File: config.mk
export PLATFORM = sky130hd
export DESIGN_NAME = periph_target_adapter_pe
export DESIGN_NICKNAME = d
export VERILOG_FILES = /design/src/rtl/periph_interco_pkg.sv /design/src/rtl/periph_id_fifo.sv /design/src/rtl/periph_target_adapter_pe.sv
export SDC_FILE = /design/constraint.sdc
export NUM_CORES = 1
export LEC_CHECK = 0
export ABC_CLOCK_PERIOD_IN_PS = 5600
export CORE_UTILIZATION = 35
export CTS_BUF_LIST = sky130_fd_sc_hd__clkbuf_8
export CTS_CLUSTER_SIZE = 40
export DETAILED_ROUTE_END_ITERATION = 6
export GPL_ROUTABILITY_DRIVEN = 0
export PLACE_DENSITY = 0.71
export SYNTH_ARGS = -nofsm -noshare
export SYNTH_HDL_FRONTEND = slang
export SYNTH_SLANG_ARGS = --single-unit
File: constraint.sdc
create_clock -name clk -period 5.6 [get_ports clk]
set_input_delay 0.56 -clock clk [delete_from_list [all_inputs] [get_ports clk]]
set_output_delay 0.56 -clock clk [all_outputs]
set_load 0.005 [all_outputs]
File: src/rtl/periph_interco_pkg.sv
// Shared definitions for the peripheral interconnect: response opcodes and
// width helpers for the per-port occupancy counter and queue pointers.
package periph_interco_pkg;

  localparam logic OPC_OK  = 1'b0;
  localparam logic OPC_ERR = 1'b1;

  // The counter must represent 0..depth inclusive.
  function automatic int count_width(input int depth);
    return $clog2(depth + 1);
  endfunction

  function automatic int ptr_width(input int depth);
    return (depth > 1) ? $clog2(depth) : 1;
  endfunction

endpackage

File: src/rtl/periph_id_fifo.sv
// In-order FIFO of one-hot master IDs; head is presented combinationally so a
// response can be tagged in the same cycle it is popped.
module periph_id_fifo
  import periph_interco_pkg::*;
#(
  parameter int DEPTH    = 4,
  parameter int ID_WIDTH = 16,
  parameter int CNT_W    = count_width(DEPTH)
) (
  input  logic                clk,
  input  logic                rst_n,
  input  logic                push_i,
  input  logic [ID_WIDTH-1:0] data_i,
  input  logic                pop_i,
  output logic [ID_WIDTH-1:0] data_o,
  output logic                full_o,
  output logic                empty_o,
  output logic [CNT_W-1:0]    count_o
);

  localparam int PTR_W = ptr_width(DEPTH);

  logic [ID_WIDTH-1:0] mem_q [DEPTH];
  logic [PTR_W-1:0]    wr_ptr_q, wr_ptr_d;
  logic [PTR_W-1:0]    rd_ptr_q, rd_ptr_d;
  logic [CNT_W-1:0]    count_q, count_d;
  logic                push_ok, pop_ok;

  assign full_o  = (count_q == CNT_W'(DEPTH));
  assign empty_o = (count_q == '0);
  assign count_o = count_q;
  assign data_o  = mem_q[rd_ptr_q];

  assign push_ok = push_i & ~full_o;
  assign pop_ok  = pop_i & ~empty_o;

  // Pointers wrap explicitly so DEPTH need not be a power of two.
  always_comb begin
    wr_ptr_d = wr_ptr_q;
    rd_ptr_d = rd_ptr_q;
    count_d  = count_q;
    if (push_ok) wr_ptr_d = (wr_ptr_q == PTR_W'(DEPTH - 1)) ? '0 : wr_ptr_q + 1'b1;
    if (pop_ok)  rd_ptr_d = (rd_ptr_q == PTR_W'(DEPTH - 1)) ? '0 : rd_ptr_q + 1'b1;
    if (push_ok && !pop_ok)      count_d = count_q + 1'b1;
    else if (!push_ok && pop_ok) count_d = count_q - 1'b1;
  end

  always_ff @(posedge clk) begin
    if (!rst_n) begin
      wr_ptr_q <= '0;
      rd_ptr_q <= '0;
      count_q  <= '0;
    end else begin
      wr_ptr_q <= wr_ptr_d;
      rd_ptr_q <= rd_ptr_d;
      count_q  <= count_d;
    end
  end

  always_ff @(posedge clk) begin
    if (push_ok) mem_q[wr_ptr_q] <= data_i;
  end

endmodule

File: src/rtl/periph_target_adapter_pe.sv
// Slave-port terminator: gates requests on queue occupancy, forwards them to the
// backend and returns registered responses tagged with the originating master ID.
module periph_target_adapter_pe
  import periph_interco_pkg::*;
#(
  parameter int ADDR_WIDTH = 32,
  parameter int DATA_WIDTH = 32,
  parameter int BE_WIDTH   = DATA_WIDTH / 8,
  parameter int N_CH0      = 16,
  parameter int ID_WIDTH   = N_CH0,
  parameter int DEPTH      = 4
) (
  input  logic                  clk,
  input  logic                  rst_n,
  input  logic                  data_req_i,
  input  logic [ADDR_WIDTH-1:0] data_add_i,
  input  logic                  data_wen_i,
  input  logic [DATA_WIDTH-1:0] data_wdata_i,
  input  logic [BE_WIDTH-1:0]   data_be_i,
  input  logic [ID_WIDTH-1:0]   data_ID_i,
  output logic                  data_gnt_o,
  output logic                  data_r_valid_o,
  output logic [ID_WIDTH-1:0]   data_r_ID_o,
  output logic [DATA_WIDTH-1:0] data_r_rdata_o,
  output logic                  data_r_opc_o,
  output logic                  per_req_o,
  output logic [ADDR_WIDTH-1:0] per_add_o,
  output logic                  per_wen_o,
  output logic [DATA_WIDTH-1:0] per_wdata_o,
  output logic [BE_WIDTH-1:0]   per_be_o,
  input  logic                  per_gnt_i,
  input  logic                  per_r_valid_i,
  input  logic [DATA_WIDTH-1:0] per_r_rdata_i,
  input  logic                  per_r_opc_i,
  output logic                  err_o
);

  localparam int CNT_W = count_width(DEPTH);

  logic                  fifo_full, fifo_empty;
  logic [CNT_W-1:0]      fifo_count;
  logic [ID_WIDTH-1:0]   head_id;
  logic                  push, pop;

  logic                  r_valid_q;
  logic [ID_WIDTH-1:0]   r_id_q;
  logic [DATA_WIDTH-1:0] r_rdata_q;
  logic                  r_opc_q;
  logic                  err_q;

  // Gating uses registered occupancy only, so a same-cycle pop cannot open the grant.
  assign per_req_o   = data_req_i & ~fifo_full;
  assign data_gnt_o  = per_gnt_i & ~fifo_full;
  assign per_add_o   = data_add_i;
  assign per_wen_o   = data_wen_i;
  assign per_wdata_o = data_wdata_i;
  assign per_be_o    = data_be_i;

  assign push = data_req_i & data_gnt_o;
  assign pop  = per_r_valid_i & ~fifo_empty;

  periph_id_fifo #(
    .DEPTH   (DEPTH),
    .ID_WIDTH(ID_WIDTH),
    .CNT_W   (CNT_W)
  ) u_id_fifo (
    .clk    (clk),
    .rst_n  (rst_n),
    .push_i (push),
    .data_i (data_ID_i),
    .pop_i  (pop),
    .data_o (head_id),
    .full_o (fifo_full),
    .empty_o(fifo_empty),
    .count_o(fifo_count)
  );

  full_matches_count: assert property (@(posedge clk) disable iff (!rst_n)
    fifo_full == (fifo_count == CNT_W'(DEPTH)));

  always_ff @(posedge clk) begin
    if (!rst_n) begin
      r_valid_q <= 1'b0;
      r_id_q    <= '0;
      r_rdata_q <= '0;
      r_opc_q   <= OPC_OK;
      err_q     <= 1'b0;
    end else begin
      r_valid_q <= pop;
      if (pop) begin
        r_id_q    <= head_id;
        r_rdata_q <= per_r_rdata_i;
        r_opc_q   <= per_r_opc_i;
      end
      // A backend response with nothing outstanding is a protocol violation.
      if (per_r_valid_i && fifo_empty) err_q <= 1'b1;
    end
  end

  assign data_r_valid_o = r_valid_q;
  assign data_r_ID_o    = r_id_q;
  assign data_r_rdata_o = r_rdata_q;
  assign data_r_opc_o   = r_opc_q;
  assign err_o          = err_q;

endmodule

* After elaboration in Yosys (flattened, before gate mapping)
Memory sizes are Yosys's and may differ from the RTL's. A register that Yosys moved wholly into a read port is not among the register bits. Index checks and enable logic that the tools add are counted.
Operators by class: add/sub/neg operators 4, eq/ne operators 3, mux-type cells 6, bitwise gates (word level) 8, reductions and logical operators 8
Operator list (count):
- 1-bit AND | 6
- 3-bit 2-to-1 mux | 2
- 2-bit by 1-bit adder with 2-bit output, second input constant | 2
- 2-bit equality test, second input constant | 2
- 2-bit 2-to-1 mux | 2
- 3-bit by 1-bit adder with 3-bit output, second input constant | 1
- 3-bit equality test, second input constant | 1
- 1-bit logical AND | 3
- 1-bit zero test | 3
- 3-bit zero test | 1
- 3-bit by 1-bit subtractor with 3-bit output, second input constant | 1
- 1-bit 2-to-1 mux | 2
- 1-bit NOT | 2
- 2-bit nonzero test | 1
Word-level totals: bits in registers 42, memory bits (writable) 64, bits of input ports 123, output and inout bits 122, logic and storage cells 37, memories kept 1
Memory list:
- u_id_fifo.mem_q | depth 4, bits a word 16, read ports 1, clocked after memory_dff 1, wr ports 1, line periph_id_fifo.sv:23 | logic [ID_WIDTH-1:0] mem_q [DEPTH];

* Longest topological paths before layout
depth in word-level cells 9, mapped depth 10, depth with buffers taken out 8

* Modules after synthesis
A second synthesis with hierarchy kept.
Unflattened totals: cells, all modules 426, area total of the unflattened synthesis 5449.0 um^2
Modules (own cells, without submodules):
- periph_id_fifo | times used 1, cells an instance 135, area each 2826.5 um^2, seq. area each 2102.0 um^2
- periph_target_adapter_pe | times used 1, cells an instance 291, area each 2622.5 um^2, seq. area each 1021.0 um^2

* Worst setup path after synthesis
OpenSTA, ideal clock, no wires.
kind input-to-reg, from input port per_r_valid_i, to register u_id_fifo.count_q[2], in the netlist u_id_fifo.count_o[2], setup time 70 ps, arrival 2278 ps, required time 5530 ps, setup slack 3252 ps, stages 10, buffers on the path 2, path through o31a_1 buf_2 clkinv_2 buf_4 ha_1 inv_1 fa_1 xor2_1 or3_2 a21oi_1
Between the ends: cells in the longest elaborated chain, start to end 5, elaborated cells between the ends (all ways) 7, classes of those cells mux: 1; bitwise: 2; reduce/logical: 4
RTL lines:
- start, declared | line periph_target_adapter_pe.sv:32 | input logic per_r_valid_i,
- 1-bit AND * | line periph_target_adapter_pe.sv:60 | assign pop = per_r_valid_i & ~fifo_empty;
- 1-bit AND * | line periph_id_fifo.sv:35 | assign pop_ok = pop_i & ~empty_o;
- 1-bit zero test | line periph_id_fifo.sv:44 | if (push_ok && !pop_ok) count_d = count_q + 1'b1;
- 1-bit logical AND | line periph_id_fifo.sv:44
- 3-bit 2-to-1 mux / 2-bit nonzero test (equally long branches)
- end signal, assigned | line periph_id_fifo.sv:56 | count_q <= count_d;
- end, declared | line periph_id_fifo.sv:26 | logic [CNT_W-1:0] count_q, count_d;
Mark *: on every way between the ends. The rest lies on a longest branch, timed or not. A chain may end at the register's enable or synchronous reset.

* Worst setup path in the final report
Same ends and word-level chain as after synthesis.

==> impl_metrics.yaml <==
layout:
  n_fill_cell: 1339
  multiInputGateArea_um2: 1290
  antennaDiodeCount: 0
  final_core_util: 0.435
  drive_above_1_share: 0.117
  nNetsFinal: 586
  register_area_um2: 3080
  area_delta_synth_final_pct: 20.6
global_routing:
  antenna_found_initial: 0
  grt_overflow: 0
  grt_first_pass_wirelength_um: 18300
  grt_usage: 0.173
  grt_max_degree: 58
  grt_pass1_vias: 3124
timing:
  min_period_ns: 2.86
  rsz0062_at_grt: "no"
  fmaxAchievable_ghz: 0.349
  period_share: 0.511
  hold_ws_ns: 0.457
  hold_viol: 0
  maxSlewHeadroom: 0.237
  fin_tns_setup_ns: 0
  setup_viol: 0
  finClkSkew_ns: 0.00749
  slew_violations: 0
  worstMarginPinSlew_ns: 1.14
logic_synthesis:
  synthSimpleGateAreaFrac: 0.0973
  yosys-mux-area-fraction: 0.0805
  syn-num-nets: 551
  syn_avg_cell_area_um2: 12.0
  synth_cell_types: 25
  ys_warn_count: 0
  syn-cell-area_um2: 5040
  async_flop_share: 0
  synth_compound_area_frac: 0.0554
  synth_adder_area_share: 0.0189
  synth_cells: 421
  synthXorXnorAreaFrac: 0.00348
  synth_edf_count: 64
  ys_seq_elements: 122
  ys_seq_area_frac: 0.612
  synth_top_family_by_area: "buffers and inverters"
  ys.flop_type: "edfxtp_1"
clocking:
  cts_root_buf: "clkbuf_8"
  post_cts_resized: 0
  clk_latency_ns: 0.44
  path_clk_slew_ns: 0.08
  cts_max_level: 4
  cts-hold-fix-buffers: 0
  tritoncts: "done"
  cts_buffer_depth: 2
  cts_sinks: 122
  cts_setup_buffers: 0
  cts_buffers: 17
power_and_ir_drop:
  swShare: 0.313
  power_frac_clock: 0.300
  vdd_drop_max_uv: 223
  power.leakage_nw: 2.05
  intPower_mw: 1.77
  p_seq_frac: 0.451
  p_sw_mw: 0.808
  p_per_area_nw_per_um2: 425
  p_comb_frac: 0.249
die:
  row_count: 43
  die_area_um2: 14900
  core_um2: 14000
  initial_core_util: 0.360
  ioPinCount: 245
  fp.dieW_um: 122
  die_height_um: 122
route:
  post_drt_via_cell_ratio: 4.78
  wirelength_um: 12800
  met3_length_um: 1420
  drt_pass1_iterations: 4
  via_count: 3105
  wl_met2_um: 6910
  top_layer: "met4"
  drc: 0
  drt-met1-wl_um: 4150
  antenna_left: 0
  drt-initial-drc-count: 158
  detail_route.wl_per_cell_um: 19.7
setup_path:
  crit_required_ns: 5.96
  worst_r2r_path_depth: 8
  start_kind: "input port"
  worstPathMaxFanout: 54
  end_kind: "flip-flop"
  arrival_ns: 3.23
  path_class: "in -> reg"
hold_path:
  hold-path-cell-count: 2
  hp-class: "reg -> reg"
job:
  maxCapViolations: 0
outcome:
  status: "complete, no violations"
placement:
  io_buffers: 106
  hpwl_um: 9270
[layout by cell type (no fill, tap or decap), types with 2 or more instances in the layout]
master           Yosys  routed
nor2_1               4       4
or3_1                2       2
inv_6                0       5
mux4_1               4       4
clkbuf_8             0      17
mux4_2              12      12
nand2_1            104     104
dfxtp_1             58      58
xor2_1               2       2
and2_2               6       6
clkinv_4             0       2
clkdlybuf4s50_1      0     106
inv_8                0       4
mux2i_1              3       3
clkinvlp_4           0       3
edfxtp_1            64      64
a21oi_1             53      53
inv_1                4       3
ha_1                 6       6
[per-layer routing]
metal  global-route usage  vias up
met5              0.00347        -
met4               0.0748        0
met3               0.0805       31
met2                0.314      152
met1                0.164     1479
li1                     -     1443
[cell usage after synthesis, types with 5 or more instances]
library cell	count	share of area
nand2_1	104	0.077
buf_4	74	0.11
edfxtp_1	64	0.38
dfxtp_1	58	0.23
a21oi_1	53	0.053
mux4_2	12	0.054
clkbuf_1	9	0.0067
and2_2	6	0.0089
ha_1	6	0.015
buf_2	5	0.0050
[state kept, by name (all words and copies together) (netlist names)]
register,flops
data_r_ID_o,16
data_r_opc_o,1
data_r_rdata_o,32
data_r_valid_o,1
err_o,1
u_id_fifo.count_o,3
u_id_fifo.mem_q,64
u_id_fifo.rd_ptr_q,2
u_id_fifo.wr_ptr_q,2
[final cells by class]
class	instances	area share
Timing Repair Buffer	107	0.176
Clock inverter	15	0.0261
Tap cell	180	0.0371
Clock buffer	17	0.0385
Inverter	5	0.00329
Multi-Input combinational cell	203	0.212
Sequential cell	122	0.507
[kinds of logic after synthesis]
family,count (synthesis)
XOR/XNOR,2
AO/OA/AOI/OAI,55
flip-flops,122
buffers and inverters,96
AND/OR/NAND/NOR,120
multiplexers,19
adder cells (fa/ha/maj),7
[through the flow]
step | instances | total power [mW] | setup slack (ns) | instance area [um^2]
2_1_floorplan | 421 | 1.59 | 3.25 | 5040
3_3_place_gp | 617 | 1.81 | 2.38 | 5690
3_5_place_dp | 617 | 1.84 | 2.28 | 5690
4_1_cts | 649 | 2.62 | 2.75 | 6080
5_1_grt | 649 | 2.72 | 2.57 | 6080
6_report | 649 | 2.58 | 2.74 | 6080
[final timing paths]
path | from | to | slack, ns
setup / recovery | per_r_valid_i | u_id_fifo.count_o[2] | 2.74
hold / removal | data_r_ID_o[15] | data_r_ID_o[15] | 0.46
setup reg to reg | u_id_fifo.count_o[0] | u_id_fifo.count_o[2] | 2.75
hold reg to reg | data_r_ID_o[15] | data_r_ID_o[15] | 0.46
[critical path, stage by stage]
cell             delay [ns]
clkdlybuf4s50_1        0.48
o31a_2                 0.16
clkinv_2               0.56
ha_1                   0.52
inv_1                  0.08
fa_1                   0.19
xor2_1                 0.09
or3_2                  0.42
a21oi_1                0.15
[power by group through the flow]
| stage | clock network (mW) | registers (mW) | logic, mW |
|---|---|---|---|
| 6_report | 0.775 | 1.16 | 0.643 |
| 5_1_grt | 0.834 | 1.18 | 0.706 |
| 4_1_cts | 0.796 | 1.17 | 0.654 |
| 3_5_place_dp | 0 | 1.18 | 0.652 |
| 3_3_place_gp | 0 | 1.18 | 0.628 |
| 2_1_floorplan | 0 | 1.14 | 0.446 |
No activity file was read; power rests on OpenSTA's default activity.
